File: src/rtl/host_msix_monitor.sv
// MSI-X message detector on the host write stream: programmable vector table, per-vector
// pending bits and saturating hit counters, and an event FIFO of unmasked hits.
module host_msix_monitor #(
    parameter int NUM_VEC      = 8,
    parameter int ADDR_W       = 64,
    parameter int FIFO_DEPTH   = 4,
    parameter int CNT_W        = 8,
    parameter int DROP_ON_FULL = 0,
    localparam int IDX_W       = $clog2(NUM_VEC)
) (
    input  logic               clk,
    input  logic               rst_n,
    input  logic               wr_valid,
    output logic               wr_ready,
    input  logic [ADDR_W-1:0]  wr_addr,
    input  logic [31:0]        wr_data,
    input  logic               cfg_we,
    input  logic [IDX_W-1:0]   cfg_idx,
    input  logic [ADDR_W-1:0]  cfg_addr,
    input  logic [31:0]        cfg_data,
    input  logic               cfg_mask,
    input  logic               clr_valid,
    input  logic [IDX_W-1:0]   clr_vec,
    input  logic               clr_ovf,
    output logic [NUM_VEC-1:0] pending,
    output logic               intr_any,
    output logic               evt_valid,
    input  logic               evt_ready,
    output logic [IDX_W-1:0]   evt_vec,
    input  logic [IDX_W-1:0]   cnt_idx,
    output logic [CNT_W-1:0]   cnt_val,
    output logic               ovf
);

    localparam int PTR_W = $clog2(FIFO_DEPTH);
    localparam int OCC_W = PTR_W + 1;

    function automatic logic [CNT_W-1:0] sat_inc(input logic [CNT_W-1:0] v);
        return (v == {CNT_W{1'b1}}) ? v : v + CNT_W'(1);
    endfunction

    // Vector table
    logic [ADDR_W-1:0]  addr_q [NUM_VEC];
    logic [31:0]        data_q [NUM_VEC];
    logic [NUM_VEC-1:0] mask_q;

    // Per-vector status
    logic [NUM_VEC-1:0] pending_q, pending_d;
    logic [CNT_W-1:0]   cnt_q [NUM_VEC];
    logic [CNT_W-1:0]   cnt_d [NUM_VEC];
    logic               ovf_q, ovf_d;

    // Event FIFO
    logic [IDX_W-1:0]   fifo_q [FIFO_DEPTH];
    logic [PTR_W-1:0]   wptr_q, wptr_d;
    logic [PTR_W-1:0]   rptr_q, rptr_d;
    logic [OCC_W-1:0]   occ_q, occ_d;

    logic               hit;
    logic [IDX_W-1:0]   hit_idx;
    logic               unm_hit;
    logic               fifo_full;
    logic               accept;
    logic               push_req;
    logic               push;
    logic               pop;
    logic               drop;

    // Descending scan so the lowest matching index is the one left standing.
    always_comb begin
        hit     = 1'b0;
        hit_idx = '0;
        for (int i = NUM_VEC - 1; i >= 0; i--) begin
            if (wr_addr == addr_q[i] && wr_data == data_q[i]) begin
                hit     = 1'b1;
                hit_idx = IDX_W'(i);
            end
        end
    end

    assign unm_hit   = hit & ~mask_q[hit_idx];
    assign fifo_full = (occ_q == OCC_W'(FIFO_DEPTH));

    generate
        if (DROP_ON_FULL != 0) begin : g_drop
            assign wr_ready = 1'b1;
        end else begin : g_stall
            // Only a write that would need a FIFO slot is held off.
            assign wr_ready = ~(fifo_full & unm_hit);
        end
    endgenerate

    assign accept    = wr_valid & wr_ready;
    assign push_req  = accept & unm_hit;
    assign push      = push_req & ~fifo_full;
    assign drop      = push_req & fifo_full;
    assign pop       = evt_valid & evt_ready;

    assign evt_valid = (occ_q != '0);
    assign evt_vec   = fifo_q[rptr_q];
    assign pending   = pending_q;
    assign intr_any  = |(pending_q & ~mask_q);
    assign cnt_val   = cnt_q[cnt_idx];
    assign ovf       = ovf_q;

    // Clear is applied first so a same-cycle hit on the same vector wins.
    always_comb begin
        pending_d = pending_q;
        cnt_d     = cnt_q;
        if (clr_valid) begin
            pending_d[clr_vec] = 1'b0;
            cnt_d[clr_vec]     = '0;
        end
        if (accept && hit) begin
            pending_d[hit_idx] = 1'b1;
            if (unm_hit) begin
                cnt_d[hit_idx] = sat_inc(cnt_d[hit_idx]);
            end
        end
    end

    always_comb begin
        ovf_d = ovf_q;
        if (drop) begin
            ovf_d = 1'b1;
        end else if (clr_ovf) begin
            ovf_d = 1'b0;
        end
    end

    always_comb begin
        wptr_d = wptr_q;
        rptr_d = rptr_q;
        occ_d  = occ_q;
        if (push) begin
            wptr_d = wptr_q + PTR_W'(1);
        end
        if (pop) begin
            rptr_d = rptr_q + PTR_W'(1);
        end
        unique case ({push, pop})
            2'b10:   occ_d = occ_q + OCC_W'(1);
            2'b01:   occ_d = occ_q - OCC_W'(1);
            default: occ_d = occ_q;
        endcase
    end

    always_ff @(posedge clk or negedge rst_n) begin
        if (!rst_n) begin
            for (int i = 0; i < NUM_VEC; i++) begin
                addr_q[i] <= '0;
                data_q[i] <= '0;
                cnt_q[i]  <= '0;
            end
            mask_q    <= '1;
            pending_q <= '0;
            ovf_q     <= 1'b0;
            wptr_q    <= '0;
            rptr_q    <= '0;
            occ_q     <= '0;
        end else begin
            if (cfg_we) begin
                addr_q[cfg_idx] <= cfg_addr;
                data_q[cfg_idx] <= cfg_data;
                mask_q[cfg_idx] <= cfg_mask;
            end
            cnt_q     <= cnt_d;
            pending_q <= pending_d;
            ovf_q     <= ovf_d;
            wptr_q    <= wptr_d;
            rptr_q    <= rptr_d;
            occ_q     <= occ_d;
        end
    end

    // FIFO payload needs no reset; occupancy gates its visibility.
    always_ff @(posedge clk) begin
        if (push) begin
            fifo_q[wptr_q] <= hit_idx;
        end
    end

endmodule
File: config.mk
export PLATFORM = sky130hd
export DESIGN_NAME = host_msix_monitor
export DESIGN_NICKNAME = d
export VERILOG_FILES = /design/src/rtl/host_msix_monitor.sv
export SDC_FILE = /design/constraint.sdc
export NUM_CORES = 2
export LEC_CHECK = 0
export ABC_AREA = 1
export ABC_CLOCK_PERIOD_IN_PS = 3500
export BUFFER_PORTS_ARGS = -buffer_cell sky130_fd_sc_hd__buf_4
export CAP_MARGIN = 20
export CORE_MARGIN = 2
export CORE_UTILIZATION = 40
export DETAILED_ROUTE_END_ITERATION = 6
export PLACE_DENSITY = 0.62
export SYNTH_ARGS = -nofsm -noshare
export SYNTH_HDL_FRONTEND = slang
export SYNTH_SLANG_ARGS = --single-unit
File: constraint.sdc
create_clock -name clk -period 3.5 [get_ports clk]
set_clock_uncertainty 0.1 [all_clocks]
set_input_delay 0.7 -clock clk [delete_from_list [all_inputs] [get_ports clk]]
set_output_delay 0.7 -clock clk [all_outputs]
set_load 0.005 [all_outputs]
==> flow_results.org <==
** Outcome
- The flow ran to the end, but the final reports show violations.
- The checks that failed: setup timing.

** Logic synthesis
- After synthesis, flip-flops and latches occupy 47.6% of the total area.
- Most frequent cell after synthesis :: sky130_fd_sc_hd__nand2_1
- For this run, the number of Yosys warnings is 0.
- Number of unique standard cell types used by synthesis :: 41
- In the synthesized netlist, the cells that appear most often are 2072 x sky130_fd_sc_hd__nand2_1, 848 x sky130_fd_sc_hd__dfrtp_1, 792 x sky130_fd_sc_hd__o21ai_0.
- Post-synth EDFFs :: 12
- Largest cells by area after synthesis :: sky130_fd_sc_hd__dfrtp_1 46%, sky130_fd_sc_hd__nand2_1 17%, sky130_fd_sc_hd__xor2_1 9.0%
- Synthesis produced a netlist with a net count of 6239.
- Of the post-synthesis cell area, the dominant cell type holds 46.4%.
- Number of cells produced by synthesis :: 6023
- Among all flip-flop cells after synthesis, the most frequent one is sky130_fd_sc_hd__dfrtp_1.
- In this run the cell area of the synthesized design comes to 45700 µm².
- Dividing the synthesized area by the synthesized cell count gives 7.60 µm².
- Number of flip-flops and latches in the synthesized netlist :: 868
- The biggest area contributor in the post-synthesis netlist is sky130_fd_sc_hd__dfrtp_1.
- After synthesis, the share of flip-flops with an asynchronous set or reset is 98.6%.

** Final layout
- Finished Core Util :: 49.6%
- Synthesis-to-layout area growth :: 23.5%
- Post-layout nets :: 6758
- Cells with a size suffix above 1 make up 17.8% of the layout.

** Floorplan
- Top-level port count :: 232
- Chip width :: 342 µm
- Effective utilization at floorplan :: 40.2%
- From bottom edge to top edge, the die measures 342 µm.
- The region available for standard cell placement spans 114000 µm².
- DIE AREA :: 117000 µm²
- After floorplanning, the core was divided into 124 placement rows.

** Flow run
- # Max-Cap Violations :: 0

** Timing
- The number of max-slew violations in the final report is 0.
- RSZ-0062 raised after global routing :: yes
- Setup violations remaining at the end of the flow were counted as 82.
- Fin crit period :: 4.21 ns
- Hold Slack :: 0.0526 ns
- At the pin with the least slew margin, the transition time is 0.955 ns.
- Adding up every negative setup slack in the final design gives -36.83 ns.
- The number of hold violations in the final report came to 0.
- After layout, the worst setup slack is -0.710 ns.
- Share of the cycle needed by the critical path after routing :: 120%
- Headroom to the max-slew limit came out at 36.3%.
- Timing-limited maximum frequency :: 0.238 GHz

** Drt
- Dividing the detail-routed wire length by the instance count gives 16.6 µm.
- In this run, the number of DRC markers left after iteration 0 of detailed routing was 2746.
- WL final :: 135000 µm
- After detailed routing, the number of vias per cell comes to 4.79.
- Once detail routing completed, the nets flagged for antenna violations numbered 0.
- For this run, design rule violations remaining after detail routing come to 0.
- Via Count :: 38988
- The first detailed-routing pass ran for 6 iterations.

** CTS
- The clock passes through at most 3 buffers.
- TritonCTS clock tree :: done
- Inserted Clock Buffers :: 102
- H-Tree Depth :: 3
- Clock latency on the worst-skew pair :: 0.71 ns
- Clk sinks :: 868
- In this run the clock root is driven by a sky130_fd_sc_hd__clkbuf_16.
- Clock-pin slew was measured on the worst setup and hold paths at 0.06 ns.

** Global route
- The via count of the first global-routing pass is 37446.
- Largest net degree at the start of global routing :: 187
- For this run the aggregate overflow at the end of global routing stands at 0.
- GR met2 Demand/Resource :: 37.3%
- Antenna violations before repair :: 16
- Wire length of the first global-routing pass :: 212000 µm
- Most Crowded Layer GR :: met2
- Met3 track demand over resource :: 3.60%
- Global routing consumed, over all layers together, 23.1% of the routing resources.
- In the global route stage, met1 resource usage came out at 31.8%.

** Critical path
- The worst setup path is of the flip-flop to primary output kind.
- Total buffers and inverters traversed by the critical path :: 5
- Data arrives at the worst endpoint at 3.41 ns.
- Peak per-stage delay on the critical path :: 0.36 ns
- The largest individual stage delay along the critical path comes from the cell sky130_fd_sc_hd__dfrtp_1.
- Endpoint class of the critical path :: primary output
- The worst setup path is launched from a flip-flop.
- STA puts the critical path data required time at 2.70 ns.
- Broken down by cell family, the worst path's largest delay share belongs to simple AND/OR/NAND/NOR gates.
- Largest fanout on the critical path :: 3

** Place
- Sum of net half-perimeters after detailed placement :: 95300 µm
- At the end of routability-driven placement, the weighted congestion stood at 0.940.
- Prior to clock tree synthesis, the placed netlist has a worst setup slack of -1.51 ns.
- Port Buffers :: 231

** Power and ir drop
- Worst ir drop on vdd :: 0.408 mV
- Static leakage :: 28.8 nW
- In this run the power density over the cells is 526 nW/µm².
- Power comes to 29.7 mW.

** Worst hold path
- The worst hold path belongs to the class input pin to flip-flop.
-- area by class of cell --
cell class | instances | area [µm²]
diodes | 7 | 17.5
clock buffers | 153 | 3030
clock inverters | 34 | 367
fillers | 11078 | 57400
inverters | 607 | 2290
multi-input cells | 4258 | 21100
flip-flops and latches | 868 | 21800
well taps | 1512 | 1890
repair buffers | 705 | 6030
-- metrics by stage --
stage	cells	instance area (µm²)
3_3_place_gp	7909	51800
4_1_cts	8120	56000
3_5_place_dp	7909	51800
6_report	8144	56500
5_1_grt	8142	56500
2_1_floorplan	6023	45800
-- where the power goes --
group / switching, mW / internal [mW]
clock network: 4.43 / 6.34
registers: 1.25 / 11.9
logic: 3.30 / 2.57
-- per-layer routing --
metal	share of wire, %	up-vias
met5	0.096	-
met4	3.0	20
met1	45	18234
li1	-	19560
met3	5.6	231
met2	46	943
-- state kept, by name (all words and copies together), names as in the netlist --
register	cells
fifo_q	12
mask_q	8
occ_q	3
data_q	256
wptr_q	2
rptr_q	2
cnt_q	64
ovf	1
pending	8
addr_q	512
-- kinds of logic after synthesis --
group / share of synthesized area [%]
adders and majority gates: 0.208
and+or+nand+nor: 24.5
xor gates and xnor gates: 9.51
AOI/OAI and AO/OA: 9.99
DFF: 47.6
buffers and inverters: 8.20
-- path summary, 6_finish.rpt --
check,from,to,slack (ns),cells after the start
worst max-delay path,addr_q[30],wr_ready,-0.71,25
worst min-delay path,clr_ovf,ovf,0.05,2
worst max register to register,addr_q[30],cnt_q[62],-0.59,35
worst min register to register,mask_q[1],mask_q[1],0.39,2
max in group asynchronous,rst_n,addr_q[103],1.77,3
min in group asynchronous,rst_n,cnt_q[63],0.45,2
-- cell usage in the layout, fill, tap and decap left out, types with 28 or more instances in the layout --
cell,count
sky130_fd_sc_hd__inv_1,514
sky130_fd_sc_hd__xor2_1,467
sky130_fd_sc_hd__o21ai_0,787
sky130_fd_sc_hd__nor2_2,48
sky130_fd_sc_hd__nand2_2,54
sky130_fd_sc_hd__a21oi_1,56
sky130_fd_sc_hd__buf_4,632
sky130_fd_sc_hd__nand3_1,38
sky130_fd_sc_hd__dfrtp_1,848
sky130_fd_sc_hd__nand3_2,34
sky130_fd_sc_hd__xnor2_1,28
sky130_fd_sc_hd__nor2_1,569
sky130_fd_sc_hd__buf_12,47
sky130_fd_sc_hd__clkbuf_16,103
sky130_fd_sc_hd__nand2_1,2012
sky130_fd_sc_hd__inv_2,88
-- repair_timing --
item                       4_1_cts  5_1_grt
gates cloned                     2        0
hold endpoints to repair        32        0
pin swaps                       58       68
hold buffers                     1        0
setup endpoints to repair       90       90
buffers inserted                22       18
resized for setup              140      103
(Power assumes the default switching activity.)
